==> config.mk <==
export PLATFORM = sky130hd
export DESIGN_NAME = plot_sequencer
export DESIGN_NICKNAME = d
export VERILOG_FILES = /design/src/rtl/plot_sequencer.sv
export SDC_FILE = /design/constraint.sdc
export NUM_CORES = 1
export LEC_CHECK = 0
export BUFFER_PORTS_ARGS = -buffer_cell sky130_fd_sc_hd__buf_2
export CAP_MARGIN = 20
export CORE_MARGIN = 2
export CORE_UTILIZATION = 58
export CTS_CLUSTER_DIAMETER = 80
export DETAILED_ROUTE_END_ITERATION = 10
export GPL_TIMING_DRIVEN = 1
export PLACE_DENSITY = 0.9
export SLEW_MARGIN = 10
export SYNTH_ARGS = -nofsm -noshare
export SYNTH_HDL_FRONTEND = slang
export SYNTH_SLANG_ARGS = --single-unit
==> constraint.sdc <==
create_clock -name clk -period 4.3 [get_ports clk]
set_input_delay 0.215 -clock clk [delete_from_list [all_inputs] [get_ports clk]]
set_output_delay 0.215 -clock clk [all_outputs]
set_load 0.005 [all_outputs]
==> src/rtl/plot_sequencer.sv <==
// Pixel-command generator for the 160x120 VGA adapter plot port: expands draw/erase cell and
// clear/fill screen commands into one registered pixel write per clock. Optional macro: PLOT_SEQ_ABORT_EN.
module plot_sequencer #(
  parameter int X_MAX = 160,
  parameter int Y_MAX = 120,
  parameter int CELL  = 2
) (
  input  logic       clk,
  input  logic       reset,
  input  logic       cmd_valid,
  output logic       cmd_ready,
  input  logic [1:0] cmd_op,
  input  logic [7:0] cmd_x,
  input  logic [6:0] cmd_y,
  input  logic [2:0] cmd_colour,
  input  logic       abort,
  output logic [7:0] x,
  output logic [6:0] y,
  output logic [2:0] colour,
  output logic       plot,
  output logic       done
);

  localparam logic [1:0] S_IDLE   = 2'd0;
  localparam logic [1:0] S_CELL   = 2'd1;
  localparam logic [1:0] S_SCREEN = 2'd2;

  localparam logic [7:0] CELL_LAST_X = 8'(CELL - 1);
  localparam logic [6:0] CELL_LAST_Y = 7'(CELL - 1);
  localparam logic [7:0] SCR_LAST_X  = 8'(X_MAX - 1);
  localparam logic [6:0] SCR_LAST_Y  = 7'(Y_MAX - 1);
  localparam logic [8:0] X_LIM       = 9'(X_MAX);
  localparam logic [7:0] Y_LIM       = 8'(Y_MAX);

  logic [1:0] state_q, state_d;
  logic [1:0] op_q, op_d;
  logic [7:0] org_x_q, org_x_d;
  logic [6:0] org_y_q, org_y_d;
  logic [2:0] col_q, col_d;
  logic [7:0] cnt_x_q, cnt_x_d;
  logic [6:0] cnt_y_q, cnt_y_d;
  logic [7:0] x_q, x_d;
  logic [6:0] y_q, y_d;
  logic [2:0] colour_q, colour_d;
  logic       plot_q, plot_d;
  logic       done_q, done_d;
  logic       ready_q, ready_d;

  logic       emit;
  logic       vis;
  logic [7:0] last_x;
  logic [6:0] last_y;
  logic [8:0] sum_x;
  logic [7:0] sum_y;

`ifndef PLOT_SEQ_ABORT_EN
  logic unused_abort;
  assign unused_abort = abort;
`endif

  // NOTE: every signal written here gets a default first, so no path leaves it unassigned (no latches).
  always_comb begin
    state_d = state_q;
    op_d    = op_q;
    org_x_d = org_x_q;
    org_y_d = org_y_q;
    col_d   = col_q;
    cnt_x_d = cnt_x_q;
    cnt_y_d = cnt_y_q;
    emit    = 1'b0;
    done_d  = 1'b0;
    last_x  = (state_q == S_SCREEN) ? SCR_LAST_X : CELL_LAST_X;
    last_y  = (state_q == S_SCREEN) ? SCR_LAST_Y : CELL_LAST_Y;

    case (state_q)
      S_IDLE: begin
        if (cmd_valid && ready_q) begin
          op_d    = cmd_op;
          org_x_d = cmd_x;
          org_y_d = cmd_y;
          col_d   = cmd_colour;
          cnt_x_d = 8'd0;
          cnt_y_d = 7'd0;
          state_d = cmd_op[1] ? S_SCREEN : S_CELL;
          emit    = 1'b1;
        end
      end
      S_CELL, S_SCREEN: begin
        emit = 1'b1;
        if (cnt_x_q != last_x) begin
          cnt_x_d = cnt_x_q + 8'd1;
        end else begin
          cnt_x_d = 8'd0;
          if (cnt_y_q != last_y) begin
            cnt_y_d = cnt_y_q + 7'd1;
          end else begin
            cnt_y_d = 7'd0;
            state_d = S_IDLE;
            emit    = 1'b0;
            done_d  = 1'b1;
          end
        end
`ifdef PLOT_SEQ_ABORT_EN
        if (abort) begin
          cnt_x_d = 8'd0;
          cnt_y_d = 7'd0;
          state_d = S_IDLE;
          emit    = 1'b0;
          done_d  = 1'b1;
        end
`endif
      end
      default: state_d = S_IDLE;
    endcase

    // Output registers are loaded with the pixel the counters will hold after this edge.
    sum_x = {1'b0, org_x_d} + {1'b0, cnt_x_d};
    sum_y = {1'b0, org_y_d} + {1'b0, cnt_y_d};
    if (state_d == S_SCREEN) begin
      x_d = cnt_x_d;
      y_d = cnt_y_d;
      vis = 1'b1;
    end else begin
      x_d = sum_x[7:0];
      y_d = sum_y[6:0];
      vis = (sum_x < X_LIM) && (sum_y < Y_LIM);
    end
    if (!emit) begin
      x_d = 8'd0;
      y_d = 7'd0;
    end
    plot_d   = emit && vis;
    colour_d = (emit && (op_d == 2'b00 || op_d == 2'b11)) ? col_d : 3'b000;
    ready_d  = (state_d == S_IDLE);
  end

  // NOTE: sequential state uses non-blocking assignments so every flop samples pre-edge values.
  always_ff @(posedge clk) begin
    if (reset) begin
      state_q  <= S_IDLE;
      op_q     <= 2'b00;
      org_x_q  <= 8'd0;
      org_y_q  <= 7'd0;
      col_q    <= 3'b000;
      cnt_x_q  <= 8'd0;
      cnt_y_q  <= 7'd0;
      x_q      <= 8'd0;
      y_q      <= 7'd0;
      colour_q <= 3'b000;
      plot_q   <= 1'b0;
      done_q   <= 1'b0;
      ready_q  <= 1'b0;
    end else begin
      state_q  <= state_d;
      op_q     <= op_d;
      org_x_q  <= org_x_d;
      org_y_q  <= org_y_d;
      col_q    <= col_d;
      cnt_x_q  <= cnt_x_d;
      cnt_y_q  <= cnt_y_d;
      x_q      <= x_d;
      y_q      <= y_d;
      colour_q <= colour_d;
      plot_q   <= plot_d;
      done_q   <= done_d;
      ready_q  <= ready_d;
    end
  end

  assign x         = x_q;
  assign y         = y_q;
  assign colour    = colour_q;
  assign plot      = plot_q;
  assign done      = done_q;
  assign cmd_ready = ready_q;

endmodule

---- Word-level counts from Yosys, hierarchy flattened ----
Index checks and enable logic that the tools add are counted.
Widths: inputs -> output; s select.
word-level totals
  input bits .............................. 24
  bits in registers ....................... 58
cells by class
  $add $sub $neg .......................... 4
  order comparisons ....................... 2
  equality and inequality tests ........... 6
  bitwise operators ....................... 3
  muxes and demuxes ....................... 30
  reduce and logical (&&, ||, !) cells .... 12
operator list
  cell                 count
  $mux 7               7
  $mux 8               6
  $pmux 8 s2           1
  $pmux 7 s2           1
  $mux 2               6
  $add 8x8->9          1
  $lt 9x8->1 const B   1
  $add 7x7->8          1
  $add 8x1->8 const B  1
  $lt 8x7->1 const B   1
  $ne 8x8->1           1
  $add 7x1->7 const B  1
  $ne 7x7->1           1
  $eq 2x2->1 const B   3
  $logic_not 2->1      3
  $mux 3               2
  $reduce_or 2->1      3
  $mux 1               5
  $logic_and 1x1->1    4
  $pmux 2 s2           1
  $not 1->1            3
  $reduce_or 3->1      1
  $eq 2x1->1 const B   1
  $pmux 1 s2           1
  $logic_or 1x1->1     1

---- Logic depth before layout (Yosys ltp) ----
Gate-level depths: netlist of run 1.
  word-level depth ........................ 11
  gate-level depth with buffers ........... 16
  depth with buffers taken out ............ 15

---- Worst setup path before layout of run 1 ----
Ideal clock, no wire load.
  path kind ............................... flip-flop to flip-flop
  start ................................... register state_q[0]
  end ..................................... register plot_q, in the netlist plot
  buffers on the path ..................... 1
  slack ................................... 0.677 ns
  setup time .............................. 0.087 ns
  stages on the path, launching flop included .. 16
  data arrival time ....................... 3.536 ns
  data required time ...................... 4.213 ns
  period minus slack after synthesis ...... 3.623 ns
  cells stage by stage .................... dfxtp_1 -> inv_1 -> ha_1 -> or4_1 -> o31a_1 -> buf_6 -> a311oi_1 -> a21oi_1 -> or2_2 -> ha_1 -> o21ai_0 -> o21bai_1 -> a21oi_1 -> xnor2_1 -> o22ai_1 -> o31ai_1
between the ends
  cells in the longest elaborated chain, start to end .. 11
  elaborated cells between the ends (all ways) .. 30
ends and longest elaborated chain
  item                    RTL line    source
  from (decl)             35          logic [1:0] state_q, state_d;
  from (signal assigned)  154         state_q <= state_d;
  $eq 2x2->1              72, 73, 75
  $mux 7                  73          last_y = (state_q == S_SCREEN) ? SCR_LAST_Y : CELL_LAST_Y;
  $ne 7x7->1              94          if (cnt_y_q != last_y) begin
  $mux 7                  94
  $mux 7                  90          if (cnt_x_q != last_x) begin
  $pmux 7 s2 (*)          75          case (state_q)
  via cnt_y_d[3]          41          logic [6:0] cnt_y_q, cnt_y_d;
  $add 7x7->8 (*)         118         sum_y = {1'b0, org_y_d} + {1'b0, cnt_y_d};
  $lt 8x7->1 (*)          126         vis = (sum_x < X_LIM) && (sum_y < Y_LIM);
  $logic_and 1x1->1 (*)   126
  $mux 1 (*)              119         if (state_d == S_SCREEN) begin
  $logic_and 1x1->1 (*)   132         plot_d = emit && vis;
  to (signal assigned)    164         plot_q <= plot_d;
  to (decl)               45          logic plot_q, plot_d;
Mark *: on every way through the listed nets, which the timed path passes. The rest lies on a longest branch.
A chain may end at the register's enable or synchronous reset.

---- Worst setup path in the final report of run 1 ----
Same ends and word-level chain as after synthesis.

==> flow_summary.json, run 1 <==
{
  "status": "complete, no violations",
  "syn_area_um2": 3420,
  "drv_cap": 0,
  "synth_edf_count": 0,
  "timing.final.ws_setup_ns": 0.229,
  "fin_nets": 475,
  "io_buffers": 43,
  "leakagePower_nw": 1.67,
  "synth_top_cell_area_share": 0.340,
  "wl_per_cell_um": 17.2,
  "required_ns": 4.56,
  "fp.dieH_um": 80.8,
  "vias": 3281,
  "hold_violations": 0,
  "grt_pass1_vias": 2981,
  "detail_route.iter0.violations": 504,
  "grtUsageTotal": 0.276,
  "detail-route-antenna-nets": 0,
  "clock_skew_ns": 0.0114,
  "grt_max_degree": 41,
  "h-tree-depth": 3,
  "ctsLongestPathBuffers": 2,
  "drtPass1Iterations": 6,
  "diodes": 0,
  "fp.dieW_um": 80.8,
  "synth_area_leaders": "dfxtp_1 (34%), ha_1 (7.3%), nor2b_1 (5.3%)",
  "start_kind": "register",
  "path_clk_slew_ns": 0.07,
  "ir_drop_mv": 0.250,
  "cp.arrival_ns": 4.33,
  "yosys_warnings": 0,
  "syn_to_final_growth_pct": 14.5,
  "critical_path_class": "register to register",
  "drcViolationCount": 0,
  "routed_wirelength_mm": 8.71,
  "cts_sinks": 58,
  "ioPinCount": 45,
  "row_count": 27,
  "fin_crit_sh": 0.947,
  "antenna_found_initial": 0,
  "synth-seq-area-share": 0.340,
  "period_needed_ns": 4.07,
  "dp_hpwl_mm": 5.91,
  "final_util": 0.698,
  "drive_gt1_frac": 0.217,
  "viasPerCell": 6.48,
  "holdBufCountCts": 0,
  "ys_types": 62,
  "dp_slack_ns": 0.261,
  "postCtsSetupBuffers": 0,
  "synth_area_leader_cell": "dfxtp_1",
  "cts-resized-gates": 0,
  "cts-root-buf": "clkbuf_8",
  "cts_tree": "yes",
  "die-area_um2": 6520,
  "fillers": 437,
  "p_per_area_nw_per_um2": 449,
  "final_max_slew_viol_count": 0,
  "syn_area_per_cell_um2": 8.81,
  "cts_buffers": 9,
  "insertion_delay_ns": 0.34,
  "end_kind": "register",
  "grt_overflow": 0,
  "gp_congestion": 0.974,
  "slew_headroom": 0.361,
  "final_cell_mix": "dfxtp_1 (58), buf_2 (43), nor2b_1 (29)",
  "core_area_um2": 5610,
  "initial_utilization": 0.610,
  "setup_viol": 0,
  "hp-class": "primary input to register",
  "ys_ff_latch": 58,
  "syn-num-nets": 434,
  "fmax_mhz": 246,
  "syn_inst": 388,
  "grt_pass1_wl_mm": 13.9,
  "synth_ff_type": "dfxtp_1",
  "layout_commonest_cell": "dfxtp_1",
  "tightest_slew_ns": 0.959,
  "synthArstFlopShare": 0,
  "worstPathMaxFanout": 10
}
-- per-stage QoR --
stage	total power [mW]	hold slack (ns)	cell area, um^2	TNS, ns	std cells
6_report	1.76	0.138	3920	0	506
5_1_grt	1.84	0.158	3920	-0.0183	506
4_1_cts	1.74	0.132	3880	0	506
3_5_place_dp	1.20	0.486	3670	0	490
3_3_place_gp	1.18	0.470	3670	0	490
2_1_floorplan	1.05	0.359	3420	0	388
-- logic make-up (layout without fill, tap and decap cells) --
group,count (synthesis),count (layout),synth area share
XOR/XNOR,12,12,0.0307
AO/OA/AOI/OAI,107,107,0.220
flip-flops,58,58,0.340
multiplexers,24,24,0.0754
buffers and inverters,33,79,0.0439
adder cells (fa/ha/maj),22,22,0.0849
AND/OR/NAND/NOR,132,132,0.206
-- final timing paths --
path / start / to / slack (ns) / depth (start not counted)
hold / removal: cmd_colour[0] / col_q[0]$_SDFF_PP0_ / 0.14 / 3
setup / recovery: state_q[0]$_SDFF_PP0_ / plot$_SDFF_PP0_ / 0.23 / 14
hold reg to reg: col_q[0]$_SDFF_PP0_ / col_q[0]$_SDFF_PP0_ / 0.51 / 2
setup reg to reg: state_q[0]$_SDFF_PP0_ / plot$_SDFF_PP0_ / 0.23 / 14
-- critical path, cell delays in order, from the launching register on --
cell and delay (ns):
dfxtp_1 0.44, inv_1 0.12, ha_1 0.29, or4_1 0.54, o31a_1 0.39, a311oi_2 0.35, a21oi_1 0.13, or2_2 0.34
ha_1 0.34, o21ai_0 0.25, o21bai_1 0.12, a21oi_1 0.19, xnor2_1 0.17, o22ai_1 0.10, o31ai_1 0.22
-- cell usage after synthesis (5+ instances only) --
| master | n |
|---|---|
| a211oi_1 | 5 |
| nor2b_1 | 29 |
| ha_1 | 20 |
| mux2_2 | 14 |
| o211ai_1 | 6 |
| mux2i_1 | 10 |
| o21ai_0 | 22 |
| nor3_1 | 9 |
| clkbuf_1 | 7 |
| nand3_1 | 14 |
| dfxtp_1 | 58 |
| inv_1 | 15 |
| nor2_1 | 28 |
| xnor2_1 | 8 |
| nand4_1 | 5 |
| buf_1 | 5 |
| nand2_1 | 21 |
| a21oi_1 | 25 |
-- sequential cells by signal, indices dropped and copies added, names as in the netlist --
| signal | count |
|---|---|
| org_y_q | 7 |
| x | 8 |
| done | 1 |
| state_q | 2 |
| cnt_y_q | 7 |
| colour | 3 |
| cnt_x_q | 8 |
| org_x_q | 8 |
| op_q | 2 |
| y | 7 |
| plot | 1 |
| cmd_ready | 1 |
| col_q | 3 |
-- routing by layer --
metal  share of wire  GRT usage  wire, um  vias to the layer above
li1                -          -         -                     1516
met1            0.42      0.361      3650                     1514
met2            0.47      0.451      4060                      217
met3           0.084     0.0533       730                       34
met4           0.030      0.110       260                        0
met5               0          0         0                        -
-- report_power, final --
part / switching (mW) / internal, mW / leakage, nW / total, mW
Sequential: 0.0224 / 0.587 / 0.470 / 0.609
Combinational: 0.383 / 0.231 / 1.09 / 0.614
Clock: 0.217 / 0.316 / 0.106 / 0.534
-- area by class of cell --
class / instances / area [um^2] / area share
tap: 72 / 90.1 / 0.0230
clock inverter: 3 / 46.3 / 0.0118
inverter: 15 / 56.3 / 0.0144
timing repair buffer: 48 / 253 / 0.0646
sequential: 58 / 1160 / 0.297
clock buffer: 13 / 169 / 0.0431
multi-input combinational: 297 / 2140 / 0.547
No activity file was read; power rests on OpenSTA's default activity.
==> inputs of run 2 (changes only) <==
--- a/config.mk
+++ b/config.mk
@@ -7,11 +7,13 @@
 export LEC_CHECK = 0
 export BUFFER_PORTS_ARGS = -buffer_cell sky130_fd_sc_hd__buf_2
 export CAP_MARGIN = 20
+export CORE_ASPECT_RATIO = 1.75
 export CORE_MARGIN = 2
 export CORE_UTILIZATION = 58
 export CTS_CLUSTER_DIAMETER = 80
 export DETAILED_ROUTE_END_ITERATION = 10
 export GPL_TIMING_DRIVEN = 1
+export MAX_ROUTING_LAYER = met4
 export PLACE_DENSITY = 0.9
 export SLEW_MARGIN = 10
 export SYNTH_ARGS = -nofsm -noshare
==> run 2 against run 1 <==
Effect of this change:
- worst setup slack better by 0.045 ns
- power is essentially flat
- non-clock buffer count is 2 higher
- combinational power is 2% higher
- global-route usage up 3.1 points
- cell count increased by 1.6%
- critical path depth unchanged
- highest routed layer unchanged
- sequential power about the same
- die area up 0.36%
- design area up 0.48%
- fmax increased by 1.1%
- sequential share of layout area shrank 0.14 points
==> flow_summary.json, run 2 (synthesis results as in run 1) <==
{
  "fillers": 468,
  "initial_utilization": 0.591,
  "detail-route-antenna-nets": 0,
  "fin_nets": 477,
  "cpPeakStageDelay_ns": 0.55,
  "grt_pass1_wl_mm": 14.7,
  "ioPinCount": 45,
  "row_count": 37,
  "drtPass1Iterations": 4,
  "core_area_um2": 5790,
  "rr_endpoint": "plot$_SDFF_PP0_",
  "fin_crit_sh": 0.936,
  "cts_buffers": 9,
  "dp_hpwl_mm": 6.49,
  "grt_max_degree": 41,
  "diodes": 0,
  "hold-path-cell-count": 3,
  "cts_tree": "yes",
  "required_ns": 4.56,
  "fin_cells": 514,
  "wl_met3_um": 550,
  "top_layer": "met4",
  "layout_commonest_cell": "dfxtp_1",
  "drive_gt1_frac": 0.225,
  "slew_headroom": 0.328,
  "setup_viol": 0,
  "viasPerCell": 6.24,
  "swShare": 0.362,
  "holdPathEnd": "col_q[2]$_SDFF_PP0_",
  "grt_pass1_vias": 3185,
  "critical_path_class": "register to register",
  "status": "complete, no violations",
  "rsz0062_at_grt": "false",
  "met2WireLength_mm": 4.82,
  "leakagePower_nw": 1.68,
  "cp.arrival_ns": 4.28,
  "fp.dieW_um": 62.0,
  "final_max_slew_viol_count": 0,
  "worst_path_max_delay_cell": "or4_1",
  "min_from": "cmd_colour[2]",
  "seqPwrFrac": 0.347,
  "worstPathMaxFanout": 10,
  "io_buffers": 43,
  "cts-root-buf": "clkbuf_8",
  "met1Wirelength_mm": 3.46,
  "p_per_area_nw_per_um2": 447,
  "cts_sinks": 58,
  "reg2reg_slack_ns": 0.27,
  "insertion_delay_ns": 0.35,
  "grtUsageTotal": 0.307,
  "power_switching_uw": 637,
  "detail_route.iter0.violations": 227,
  "multiInputGateArea_um2": 2150,
  "wl_per_cell_um": 17.6,
  "syn_to_final_growth_pct": 15.1,
  "routed_wirelength_mm": 9.07,
  "drv_cap": 0,
  "fp.dieH_um": 106,
  "ir_drop_mv": 0.331,
  "crit_start": "state_q[0]$_SDFF_PP0_",
  "ctsLongestPathBuffers": 2,
  "path_cells": "inv_1 > ha_1 > or4_1 > o31a_1 > a311oi_2 > a21oi_1 > or2_2 > ha_1 > a211oi_2 > o21bai_1 > a21oi_1 > xnor2_1 > o22ai_1 > o31ai_1",
  "die-area_um2": 6550,
  "h-tree-depth": 3,
  "setup_tns_ns": 0,
  "power.internal_mw": 1.12,
  "period_needed_ns": 4.03,
  "gp_congestion": 0.941,
  "drcViolationCount": 0,
  "grt_overflow": 0,
  "antenna_found_initial": 0,
  "dp.cells": 498,
  "final_cell_mix": "dfxtp_1 (58), buf_2 (43), nor2b_1 (29)",
  "hold_violations": 0,
  "r2r_cells": 14,
  "holdBufCountCts": 0,
  "fmax_mhz": 248,
  "vias": 3205,
  "area.sequential_um2": 1160,
  "end_kind": "register",
  "path_clk_slew_ns": 0.07,
  "pwr-share-clk": 0.295,
  "hp-class": "primary input to register",
  "r2r_start": "state_q[0]$_SDFF_PP0_",
  "start_kind": "register",
  "tightest_slew_ns": 1.01,
  "clock_skew_ns": 0.00881,
  "combPwrFrac": 0.358
}
## run 2: cell types whose count changed in the layout (fill, tap and decap cells not counted), sizes merged
cell,change
buf,+2
clkbuf,-2
clkinv,+2
## run 2: routing by layer
layer / GRT usage / up-vias
met5: - / -
met4: 0.152 / 0
met3: 0.0724 / 23
met2: 0.486 / 140
met1: 0.348 / 1530
li1: - / 1512
## run 2: worst max path at each step
stage / to / slack [ns] / depth (start not counted)
floorplan: plot$_SDFF_PP0_ / 0.68 / 15
global placement: plot$_SDFF_PP0_ / 0.35 / 15
detailed placement: plot$_SDFF_PP0_ / 0.21 / 15
CTS: x[7]$_SDFF_PP0_ / 0.19 / 14
finish: plot$_SDFF_PP0_ / 0.27 / 14
global route: plot$_SDFF_PP0_ / 0.01 / 14
## run 2: timing repair
item                                    in CTS  in global routing
endpoints found under the setup margin       0                  3
gates resized for setup                      0                  9
setup buffers                                0                  0
hold endpoints to repair                     0                  0
## run 2: power by group through the flow
stage	Clock [mW]	Sequential (mW)	Combinational, mW
finish	0.518	0.611	0.629
CTS	0.519	0.610	0.607
global route	0.542	0.616	0.682
floorplan	0	0.619	0.431
detailed placement	0	0.622	0.603
global placement	0	0.618	0.581
## run 2: area by class of cell
| class | count | share of cell area |
|---|---|---|
| multi-input cells | 297 | 0.546 |
| inverters | 15 | 0.0143 |
| well taps | 78 | 0.0248 |
| repair buffers | 50 | 0.0681 |
| flip-flops and latches | 58 | 0.295 |
| clock inverters | 5 | 0.0134 |
| clock buffers | 11 | 0.0385 |
## run 2: worst max-delay path: cells and delay by family (launching register included)
kind                       cells  cell delay, ns
AOI/OAI and AO/OA              8            1.74
xor gates and xnor gates       1            0.17
adders and majority gates      2            0.55
buffers and inverters          1            0.13
DFF                            1            0.43
and+or+nand+nor                2            0.89
## run 2: per-stage QoR
stage          area (um^2)   util  total power [mW]  hold WS, ns  worst slack [ns]
2_1_floorplan         3420      -              1.05        0.359             0.677
3_3_place_gp          3690  0.638              1.20        0.470             0.351
3_5_place_dp          3690  0.638              1.22        0.483             0.210
4_1_cts               3890  0.673              1.74        0.122             0.187
5_1_grt               3930  0.680              1.84        0.137            0.0138
6_report              3930  0.680              1.76        0.119             0.275
==> inputs of run 3 (changes only) <==
--- a/config.mk
+++ b/config.mk
@@ -14,7 +14,7 @@
 export DETAILED_ROUTE_END_ITERATION = 10
 export GPL_TIMING_DRIVEN = 1
 export MAX_ROUTING_LAYER = met4
-export PLACE_DENSITY = 0.9
+export PLACE_DENSITY = 0.81
 export SLEW_MARGIN = 10
 export SYNTH_ARGS = -nofsm -noshare
 export SYNTH_HDL_FRONTEND = slang
==> run 3 against run 2 <==
Effect of this change:
- global-route usage shrank 0.43 points
- cell count is 0.58% lower
- worst hold slack better by 0.00073 ns
- sequential share of layout area up 0.45 points
- flip-flop and latch count unchanged
- largest power group unchanged
==> flow_summary.json, run 3 (synthesis results as in run 1) <==
{
  "status": "complete, no violations",
  "fin_nets": 478,
  "insertion_delay_ns": 0.35,
  "cts_buffers": 9,
  "hold_violations": 0,
  "end_kind": "register",
  "seqPwrFrac": 0.370,
  "fillers": 495,
  "grt_pass1_wl_mm": 14.5,
  "area.sequential_um2": 1160,
  "fp.dieW_um": 62.0,
  "ioPinCount": 45,
  "grtUsageTotal": 0.303,
  "multiInputGateArea_um2": 2140,
  "p_per_area_nw_per_um2": 424,
  "rsz0062_at_grt": "false",
  "antenna_found_initial": 0,
  "leakagePower_nw": 1.66,
  "dp_hpwl_mm": 6.11,
  "fmax_mhz": 252,
  "drive_gt1_frac": 0.219,
  "final_util": 0.670,
  "gp_congestion": 0.893,
  "slew_headroom": 0.368,
  "ir_drop_mv": 0.265,
  "detail-route-antenna-nets": 0,
  "core_area_um2": 5790,
  "syn_to_final_growth_pct": 13.5,
  "path_clk_slew_ns": 0.06,
  "grt_pass1_vias": 3200,
  "h-tree-depth": 3,
  "fp.dieH_um": 106,
  "combPwrFrac": 0.383,
  "vias": 3183,
  "io_buffers": 43,
  "setup_tns_ns": 0,
  "routed_wirelength_mm": 8.70,
  "postCtsSetupBuffers": 0,
  "die-area_um2": 6550,
  "diodes": 0,
  "grt_max_degree": 41,
  "wl_per_cell_um": 17.0,
  "power.internal_mw": 1.04,
  "clock_skew_ns": 0.00823,
  "drtPass1Iterations": 5,
  "worstPathMaxFanout": 10,
  "cp.arrival_ns": 4.23,
  "drcViolationCount": 0,
  "viasPerCell": 6.23,
  "initial_utilization": 0.591,
  "hp-class": "primary input to register",
  "layout_commonest_cell": "dfxtp_1",
  "tightest_slew_ns": 0.947,
  "cts_sinks": 58,
  "detail_route.iter0.violations": 235,
  "r2r_cells": 14,
  "fin_crit_sh": 0.924,
  "final_max_slew_viol_count": 0,
  "power_switching_uw": 609,
  "hold-path-cell-count": 3,
  "start_kind": "register",
  "grt_overflow": 0,
  "period_needed_ns": 3.97,
  "required_ns": 4.56,
  "timing.final.ws_setup_ns": 0.325,
  "final_cell_mix": "dfxtp_1 (57), buf_2 (43), nor2b_1 (29)",
  "critical_path_class": "register to register",
  "drv_cap": 0,
  "cts-root-buf": "clkbuf_8",
  "cts_tree": "yes",
  "dp.cells": 499,
  "fin_cells": 511,
  "pwr-share-clk": 0.247,
  "row_count": 37,
  "ctsLongestPathBuffers": 2,
  "dp_slack_ns": 0.178,
  "setup_viol": 0,
  "swShare": 0.370
}
run 3: worst paths after layout:
check | end | from | slack, ns
max | plot$_SDFF_PP0_ | state_q[0]$_SDFF_PP0_ | 0.33
min | col_q[1]$_SDFF_PP0_ | cmd_colour[1] | 0.12
max reg2reg | plot$_SDFF_PP0_ | state_q[0]$_SDFF_PP0_ | 0.33
min reg2reg | col_q[0]$_SDFF_PP0_ | col_q[0]$_SDFF_PP0_ | 0.49
run 3: layout make-up:
| type | count | area share |
|---|---|---|
| multi-input combinational | 297 | 0.552 |
| sequential | 58 | 0.300 |
| timing repair buffer | 51 | 0.0710 |
| clock buffer | 11 | 0.0365 |
| tap | 78 | 0.0252 |
| inverter | 15 | 0.0145 |
| clock inverter | 1 | 0.00129 |
run 3: layer usage:
layer,track usage,up-vias,part of all wire
met5,-,-,0
met4,0.181,0,0.043
met3,0.0699,35,0.058
met2,0.468,138,0.51
met1,0.340,1499,0.39
li1,-,1511,-
run 3: critical path, cell delays in order (launching register included):
cell      delay, ns
dfxtp_2        0.37
inv_1          0.10
ha_1           0.28
or4_1          0.53
o31a_2         0.39
a311oi_2       0.35
a21oi_1        0.14
or2_2          0.34
ha_1           0.33
o21ai_1        0.20
o21bai_1       0.09
a21oi_1        0.19
xnor2_1        0.19
o22ai_1        0.12
o31ai_1        0.25
run 3: power groups by stage:
stage | sequential, mW | clock, mW | combinational (mW)
global placement | 0.618 | 0 | 0.589
CTS | 0.610 | 0.414 | 0.609
finish | 0.610 | 0.407 | 0.630
global route | 0.615 | 0.434 | 0.691
floorplan | 0.619 | 0 | 0.431
detailed placement | 0.621 | 0 | 0.604
run 3: stage by stage:
stage          instance area, um^2  power [mW]  hold WS [ns]
2_1_floorplan                 3420        1.05         0.359
3_3_place_gp                  3700        1.21         0.469
3_5_place_dp                  3700        1.22         0.477
4_1_cts                       3840        1.63         0.117
5_1_grt                       3880        1.74         0.129
6_report                      3880        1.65         0.120
run 3: repair_timing:
action,in CTS,in global routing
gates resized for setup,0,9
endpoints found under the setup margin,0,3
hold buffers,0,0
